`config.mk`:
```
export PLATFORM = sky130hd
export DESIGN_NAME = l1_wb_reg_slave_flat
export DESIGN_NICKNAME = d
export VERILOG_FILES = /design/src/rtl/l1_wb_reg_slave_if.sv /design/src/rtl/l1_wb_reg_slave.sv /design/src/flat_wrapper.sv
export SDC_FILE = /design/constraint.sdc
export NUM_CORES = 1
export LEC_CHECK = 0
export BUFFER_PORTS_ARGS = -buffer_cell sky130_fd_sc_hd__buf_2
export CAP_MARGIN = 20
export CORE_MARGIN = 2
export CORE_UTILIZATION = 49
export DETAILED_ROUTE_END_ITERATION = 12
export PLACE_DENSITY = 0.95
export SLEW_MARGIN = 15
export SYNTH_ARGS = -nofsm -noshare
export SYNTH_HDL_FRONTEND = slang
export SYNTH_SLANG_ARGS = --single-unit
```
`constraint.sdc`:
```
create_clock -name wb_clk_i -period 6.7 [get_ports wb_clk_i]
set_clock_uncertainty 0.1 [all_clocks]
set_input_delay 0.335 -clock wb_clk_i [delete_from_list [all_inputs] [get_ports wb_clk_i]]
set_output_delay 0.335 -clock wb_clk_i [all_outputs]
set_load 0.02 [all_outputs]
```
`src/rtl/l1_wb_reg_slave_if.sv`:
```
// Wishbone B4 pipelined bus plus register-block request port
// for the L1 register slave.
interface l1_wb_reg_slave_if #(
  parameter int NREGS = 8
);
  localparam int IW = (NREGS > 1) ? $clog2(NREGS) : 1;

  logic          wb_cyc_i;
  logic          wb_stb_i;
  logic          wb_we_i;
  logic [31:0]   wb_adr_i;
  logic [31:0]   wb_dat_i;
  logic [3:0]    wb_sel_i;
  logic [31:0]   wb_dat_o;
  logic          wb_ack_o;
  logic          wb_err_o;
  logic          wb_stall_o;
  logic          reg_req_o;
  logic          reg_we_o;
  logic [IW-1:0] reg_idx_o;
  logic [31:0]   reg_wdata_o;
  logic [3:0]    reg_be_o;
  logic [31:0]   reg_rdata_i;
  logic          reg_ack_i;

  modport slave (
    input  wb_cyc_i, wb_stb_i, wb_we_i,
    input  wb_adr_i, wb_dat_i, wb_sel_i,
    output wb_dat_o, wb_ack_o, wb_err_o,
    output wb_stall_o,
    output reg_req_o, reg_we_o, reg_idx_o,
    output reg_wdata_o, reg_be_o,
    input  reg_rdata_i, reg_ack_i
  );

  modport master (
    output wb_cyc_i, wb_stb_i, wb_we_i,
    output wb_adr_i, wb_dat_i, wb_sel_i,
    input  wb_dat_o, wb_ack_o, wb_err_o,
    input  wb_stall_o,
    input  reg_req_o, reg_we_o, reg_idx_o,
    input  reg_wdata_o, reg_be_o,
    output reg_rdata_i, reg_ack_i
  );
endinterface

```
`src/rtl/l1_wb_reg_slave.sv`:
```
// Wishbone slave front-end for the L1 register block: decode,
// one outstanding access, ack/err return and register-side timeout.
module l1_wb_reg_slave #(
  parameter logic [31:0] BASE_ADDR = 32'h0000_1000,
  parameter int          NREGS     = 8,
  parameter int          TIMEOUT   = 16
) (
  input logic               wb_clk_i,
  input logic               wb_rst_i,
  l1_wb_reg_slave_if.slave  bus
);

  localparam int IW = (NREGS > 1) ? $clog2(NREGS) : 1;
  localparam int TW = (TIMEOUT > 1) ? $clog2(TIMEOUT) : 1;
  localparam logic [TW-1:0] TO_LAST = TW'(TIMEOUT - 1);
  localparam logic [32:0] LIMIT =
    {1'b0, BASE_ADDR} + 33'(4 * NREGS);

  typedef enum logic [1:0] {
    IDLE, REG, RESP, ERR
  } state_t;

  state_t        state_q, state_d;
  logic          we_q;
  logic [IW-1:0] idx_q;
  logic [31:0]   wdata_q;
  logic [3:0]    be_q;
  logic [31:0]   dat_q;
  logic [TW-1:0] cnt_q;
  logic          abort_q;

  logic        accept;
  logic        legal;
  logic [31:0] off;

  assign off    = bus.wb_adr_i - BASE_ADDR;
  assign accept = (state_q == IDLE) &
                  bus.wb_cyc_i & bus.wb_stb_i;
  assign legal  = (bus.wb_adr_i >= BASE_ADDR) &
                  ({1'b0, bus.wb_adr_i} < LIMIT) &
                  (bus.wb_adr_i[1:0] == 2'b00);

  always_ff @(posedge wb_clk_i or posedge wb_rst_i) begin
    if (wb_rst_i) state_q <= IDLE;
    else          state_q <= state_d;
  end

  always_comb begin
    state_d = state_q;
    unique case (state_q)
      IDLE: begin
        if (accept) begin
          if (!legal)
            state_d = ERR;
          else if (bus.wb_we_i && bus.wb_sel_i == 4'h0)
            state_d = RESP;
          else
            state_d = REG;
        end
      end
      REG: begin
        if (bus.reg_ack_i)
          state_d = RESP;
        else if (cnt_q == TO_LAST)
          state_d = ERR;
      end
      RESP:    state_d = IDLE;
      ERR:     state_d = IDLE;
      default: state_d = IDLE;
    endcase
  end

  // Request fields freeze at acceptance; abort remembers a dropped cycle.
  always_ff @(posedge wb_clk_i or posedge wb_rst_i) begin
    if (wb_rst_i) begin
      we_q    <= 1'b0;
      idx_q   <= '0;
      wdata_q <= '0;
      be_q    <= '0;
      dat_q   <= '0;
      cnt_q   <= '0;
      abort_q <= 1'b0;
    end else if (accept) begin
      abort_q <= 1'b0;
      dat_q   <= '0;
      cnt_q   <= '0;
      if (legal) begin
        we_q    <= bus.wb_we_i;
        idx_q   <= IW'(off >> 2);
        wdata_q <= bus.wb_dat_i;
        be_q    <= bus.wb_sel_i;
      end
    end else if (state_q == REG) begin
      if (!bus.wb_cyc_i)
        abort_q <= 1'b1;
      if (bus.reg_ack_i)
        dat_q <= we_q ? 32'h0 : bus.reg_rdata_i;
      else
        cnt_q <= cnt_q + 1'b1;
    end
  end

  assign bus.wb_stall_o  = (state_q != IDLE);
  assign bus.reg_req_o   = (state_q == REG);
  assign bus.wb_ack_o    = (state_q == RESP) & ~abort_q;
  assign bus.wb_err_o    = (state_q == ERR) & ~abort_q;
  assign bus.wb_dat_o    = bus.wb_ack_o ? dat_q : 32'h0;
  assign bus.reg_we_o    = we_q;
  assign bus.reg_idx_o   = idx_q;
  assign bus.reg_wdata_o = wdata_q;
  assign bus.reg_be_o    = be_q;

endmodule

```
`src/flat_wrapper.sv`:
```
// flat-port wrapper written by rule: the top's interface ports become plain ports
module l1_wb_reg_slave_flat 
#(
  parameter logic [31:0] BASE_ADDR = 32'h0000_1000,
  parameter int          NREGS     = 8,
  parameter int          TIMEOUT   = 16
)
  (wb_clk_i, wb_rst_i, bus_wb_cyc_i, bus_wb_stb_i, bus_wb_we_i, bus_wb_adr_i, bus_wb_dat_i, bus_wb_sel_i, bus_wb_dat_o, bus_wb_ack_o, bus_wb_err_o, bus_wb_stall_o, bus_reg_req_o, bus_reg_we_o, bus_reg_idx_o, bus_reg_wdata_o, bus_reg_be_o, bus_reg_rdata_i, bus_reg_ack_i);
  l1_wb_reg_slave_if #(.NREGS(NREGS)) bus_i ();
  input logic wb_clk_i;
  input logic wb_rst_i;
  input wire logic [$bits(bus_i.wb_cyc_i)-1:0] bus_wb_cyc_i;
  input wire logic [$bits(bus_i.wb_stb_i)-1:0] bus_wb_stb_i;
  input wire logic [$bits(bus_i.wb_we_i)-1:0] bus_wb_we_i;
  input wire logic [$bits(bus_i.wb_adr_i)-1:0] bus_wb_adr_i;
  input wire logic [$bits(bus_i.wb_dat_i)-1:0] bus_wb_dat_i;
  input wire logic [$bits(bus_i.wb_sel_i)-1:0] bus_wb_sel_i;
  output wire logic [$bits(bus_i.wb_dat_o)-1:0] bus_wb_dat_o;
  output wire logic [$bits(bus_i.wb_ack_o)-1:0] bus_wb_ack_o;
  output wire logic [$bits(bus_i.wb_err_o)-1:0] bus_wb_err_o;
  output wire logic [$bits(bus_i.wb_stall_o)-1:0] bus_wb_stall_o;
  output wire logic [$bits(bus_i.reg_req_o)-1:0] bus_reg_req_o;
  output wire logic [$bits(bus_i.reg_we_o)-1:0] bus_reg_we_o;
  output wire logic [$bits(bus_i.reg_idx_o)-1:0] bus_reg_idx_o;
  output wire logic [$bits(bus_i.reg_wdata_o)-1:0] bus_reg_wdata_o;
  output wire logic [$bits(bus_i.reg_be_o)-1:0] bus_reg_be_o;
  input wire logic [$bits(bus_i.reg_rdata_i)-1:0] bus_reg_rdata_i;
  input wire logic [$bits(bus_i.reg_ack_i)-1:0] bus_reg_ack_i;
  assign bus_i.wb_cyc_i = bus_wb_cyc_i;
  assign bus_i.wb_stb_i = bus_wb_stb_i;
  assign bus_i.wb_we_i = bus_wb_we_i;
  assign bus_i.wb_adr_i = bus_wb_adr_i;
  assign bus_i.wb_dat_i = bus_wb_dat_i;
  assign bus_i.wb_sel_i = bus_wb_sel_i;
  assign bus_wb_dat_o = bus_i.wb_dat_o;
  assign bus_wb_ack_o = bus_i.wb_ack_o;
  assign bus_wb_err_o = bus_i.wb_err_o;
  assign bus_wb_stall_o = bus_i.wb_stall_o;
  assign bus_reg_req_o = bus_i.reg_req_o;
  assign bus_reg_we_o = bus_i.reg_we_o;
  assign bus_reg_idx_o = bus_i.reg_idx_o;
  assign bus_reg_wdata_o = bus_i.reg_wdata_o;
  assign bus_reg_be_o = bus_i.reg_be_o;
  assign bus_i.reg_rdata_i = bus_reg_rdata_i;
  assign bus_i.reg_ack_i = bus_reg_ack_i;
  l1_wb_reg_slave #(.BASE_ADDR(BASE_ADDR), .NREGS(NREGS), .TIMEOUT(TIMEOUT)) u_core (.wb_clk_i(wb_clk_i), .wb_rst_i(wb_rst_i), .bus(bus_i));
endmodule
```
==> impl_metrics.toml <==
[logic_synthesis]
yosysWarnings = 0
synth_area_leader_cell = "dfrtp_1"
syn_nets = 418
synth.area.top_cells = "dfrtp_1 56%, mux2_2 12%, nand3b_1 6.8%"
muxShareOfSynthArea = 0.1300
syn_avg_cell_area_um2 = 11.39
synthSimpleGateAreaFrac = 0.2120
synth.top_cell.area_share = 0.5583
seq_area_frac_synth = 0.5583
synth-compound-area-share = 0.05442
synth_area_um2 = 3541
synth_top_family_by_area = "simple AND/OR/NAND/NOR gates"
synth-adder-area-share = 0.003534
synth.distinct_cells = 30
ys_ff_latch = 79
synth_cells = 311
synth_xor_xnor_area_share = 0.007420

[critical_path]
start_kind = "flip-flop"
worst-path-max-fanout = 40
cp.required_ns = 6.82
crit_type = "flip-flop to flip-flop"
end_kind = "flip-flop"
crit_arrival_ns = 2.32

[placement]
port_buffers = 181
place_congestion = 0.7429
dp_hpwl_um = 6102

[timing]
rsz0062_at_grt = "no"
slew_violations = 0
slew_headroom = 0.3643
clock.fmax_mhz = 453.7
finalCritPeriodShare = 0.3290
setup_viol = 0
min_period_ns = 2.204
hold_violations = 0
fin_setup_tns_ns = 0
worstMarginPinSlew_ns = 0.9536

[routing]
routed_wirelength_um = 8483
vias = 2974
viasPerCell = 5.058
wl_per_cell_um = 14.43
first_iter_violations = 113
drc = 0
drtPass1Iterations = 4
ant_nets = 0

[finish]
antennaDiodeCount = 0
layout-drive-gt1-share = 0.4959
utilization = 0.6832
fin_nets = 595
areaGrowthSynthToFinish_pct = 33.25

[grt]
grt_pass1_wl_um = 13430
grt_pass1_vias = 2958
track_usage = 0.2175
gr-total-overflow = 0
antenna_found_initial = 0
grt_start_max_net_pins = 80

[power_and_ir_drop]
p_per_area_nw_per_um2 = 240.7
ir_drop_mv = 0.1324
power_leakage_nw = 2.600

[die]
die_x_um = 89.01
start_util = 0.5127
num_rows = 30
die-area_um2 = 7922
ios = 182
die_h_um = 89.01
fp.coreArea_um2 = 6907

[clock_network]
cts_made_buffers = 9
post_cts_buffers = 0
clkLatencyLatePin_ns = 0.33
holdBufCountCts = 0
cts_resized = 0
clkTransAtPathRegs_ns = 0.08
cts.htree.levels = 3
cts_sinks = 79
cts-root-buf = "clkbuf_8"
tritoncts = "yes"
clk_path_buf_depth = 2

[min_path]
hp-class = "primary input to flip-flop"

[outcome]
status = "completed"

[run]
maxCapViolations = 0
-- registers in the layout, indices dropped and copies added (netlist names) --
| signal | cells |
|---|---|
| u_core.cnt_q | 4 |
| u_core.bus.reg_idx_o | 3 |
| u_core.bus.reg_we_o | 1 |
| u_core.bus.reg_wdata_o | 32 |
| u_core.dat_q | 32 |
| u_core.state_q | 2 |
| u_core.abort_q | 1 |
| u_core.bus.reg_be_o | 4 |
-- worst max-delay path: stages (launching register included) --
cell,delay (ns)
dfrtp_1,0.45
or2_2,0.38
nor4_4,0.28
buf_4,0.46
mux2_2,0.40
-- power breakdown --
group	internal, mW	switching, mW	leakage [nW]
clock network	0.189	0.156	0.105
logic	0.0904	0.126	1.41
registers	0.539	0.0347	1.08
-- cells in the final DEF, fill, tap and decap left out, types with 2 or more instances in the layout --
| master | synthesis | final |
|---|---|---|
| buf_2 | 4 | 181 |
| dfrtp_1 | 79 | 79 |
| mux2_2 | 37 | 37 |
| nand2_1 | 36 | 36 |
| a21oi_1 | 34 | 34 |
| and2_1 | 33 | 33 |
| nand3b_1 | 32 | 32 |
| clkbuf_8 | 0 | 11 |
| nor2_1 | 7 | 6 |
| nor4_1 | 6 | 6 |
| clkinv_2 | 0 | 4 |
| buf_4 | 0 | 4 |
| nand4_1 | 3 | 3 |
| mux2_1 | 3 | 3 |
| xor2_1 | 2 | 2 |
| nor4b_1 | 2 | 2 |
| buf_8 | 0 | 2 |
-- per-layer routing --
layer	global-route usage	share of wire	wire (um)
met2	0.3745	0.51	4295
met5	0	0	0
met1	0.2706	0.41	3445
met3	0.05171	0.077	651
met4	0.07463	0.011	91
-- stage by stage --
| step | setup WS, ns | cells | area, um2 | hold WS (ns) | total power [mW] |
|---|---|---|---|---|---|
| final | 4.496 | 588 | 4718 | 0.1251 | 1.136 |
| after global routing | 4.407 | 588 | 4718 | 0.1032 | 1.204 |
| after CTS | 4.496 | 586 | 4688 | 0.1057 | 1.145 |
| after detailed placement | 4.352 | 571 | 4492 | 0.3906 | 0.7965 |
| after global placement | 4.467 | 571 | 4492 | 0.3649 | 0.7812 |
| after floorplan | 4.242 | 311 | 3541 | 0.3697 | 0.7118 |
-- cells in the mapped netlist --
master	count
nor4_4	1
mux2i_1	1
nor3b_1	2
nor3_1	1
a21o_1	1
or3_1	1
or2_2	1
nand3b_1	32
inv_1	2
nor4b_1	2
a2111oi_0	1
nand4_1	3
nand2_1	36
mux2_2	37
and3b_1	1
buf_2	4
nor2_1	7
a21oi_1	34
xor2_1	2
ha_1	1
dfrtp_1	79
xnor2_1	1
mux2_1	3
clkbuf_1	11
a31oi_1	1
and2_1	33
buf_1	2
nor4_1	6
buf_6	4
nor2b_1	1
-- final timing paths --
path | startpoint | end | slack (ns) | depth (start not counted)
max in group asynchronous | wb_rst_i | u_core.dat_q[1]$_DFFE_PP0P_ | 5.69 | 3
min in group asynchronous | wb_rst_i | u_core.bus.reg_wdata_o[17]$_DFFE_PP0P_ | 0.21 | 3
worst max-delay path | u_core.state_q[0]$_DFFE_PP0P_ | u_core.bus.reg_wdata_o[13]$_DFFE_PP0P_ | 4.50 | 4
worst min-delay path | bus_wb_dat_i[29] | u_core.bus.reg_wdata_o[29]$_DFFE_PP0P_ | 0.13 | 2
worst min register to register | u_core.bus.reg_wdata_o[29]$_DFFE_PP0P_ | u_core.bus.reg_wdata_o[29]$_DFFE_PP0P_ | 0.41 | 1
worst max register to register | u_core.state_q[0]$_DFFE_PP0P_ | u_core.bus.reg_wdata_o[13]$_DFFE_PP0P_ | 4.50 | 4
-- logic make-up (layout without fill, tap and decap cells) --
| logic type | count (synthesis) | in the layout |
|---|---|---|
| XOR/XNOR | 3 | 3 |
| adder cells (fa/ha/maj) | 1 | 1 |
| AO/OA/AOI/OAI | 37 | 37 |
| multiplexers | 41 | 41 |
| AND/OR/NAND/NOR | 127 | 127 |
| flip-flops | 79 | 79 |
| buffers and inverters | 23 | 204 |
-- layout make-up --
type / instances / area (um2)
Fill cell: 564 / 2188
Clock inverter: 4 / 45.04
Timing Repair Buffer: 187 / 965.9
Tap cell: 96 / 120.1
Multi-Input combinational cell: 209 / 1450
Sequential cell: 79 / 1977
Clock buffer: 11 / 151.4
Inverter: 2 / 8.758
(Power assumes the default switching activity.)
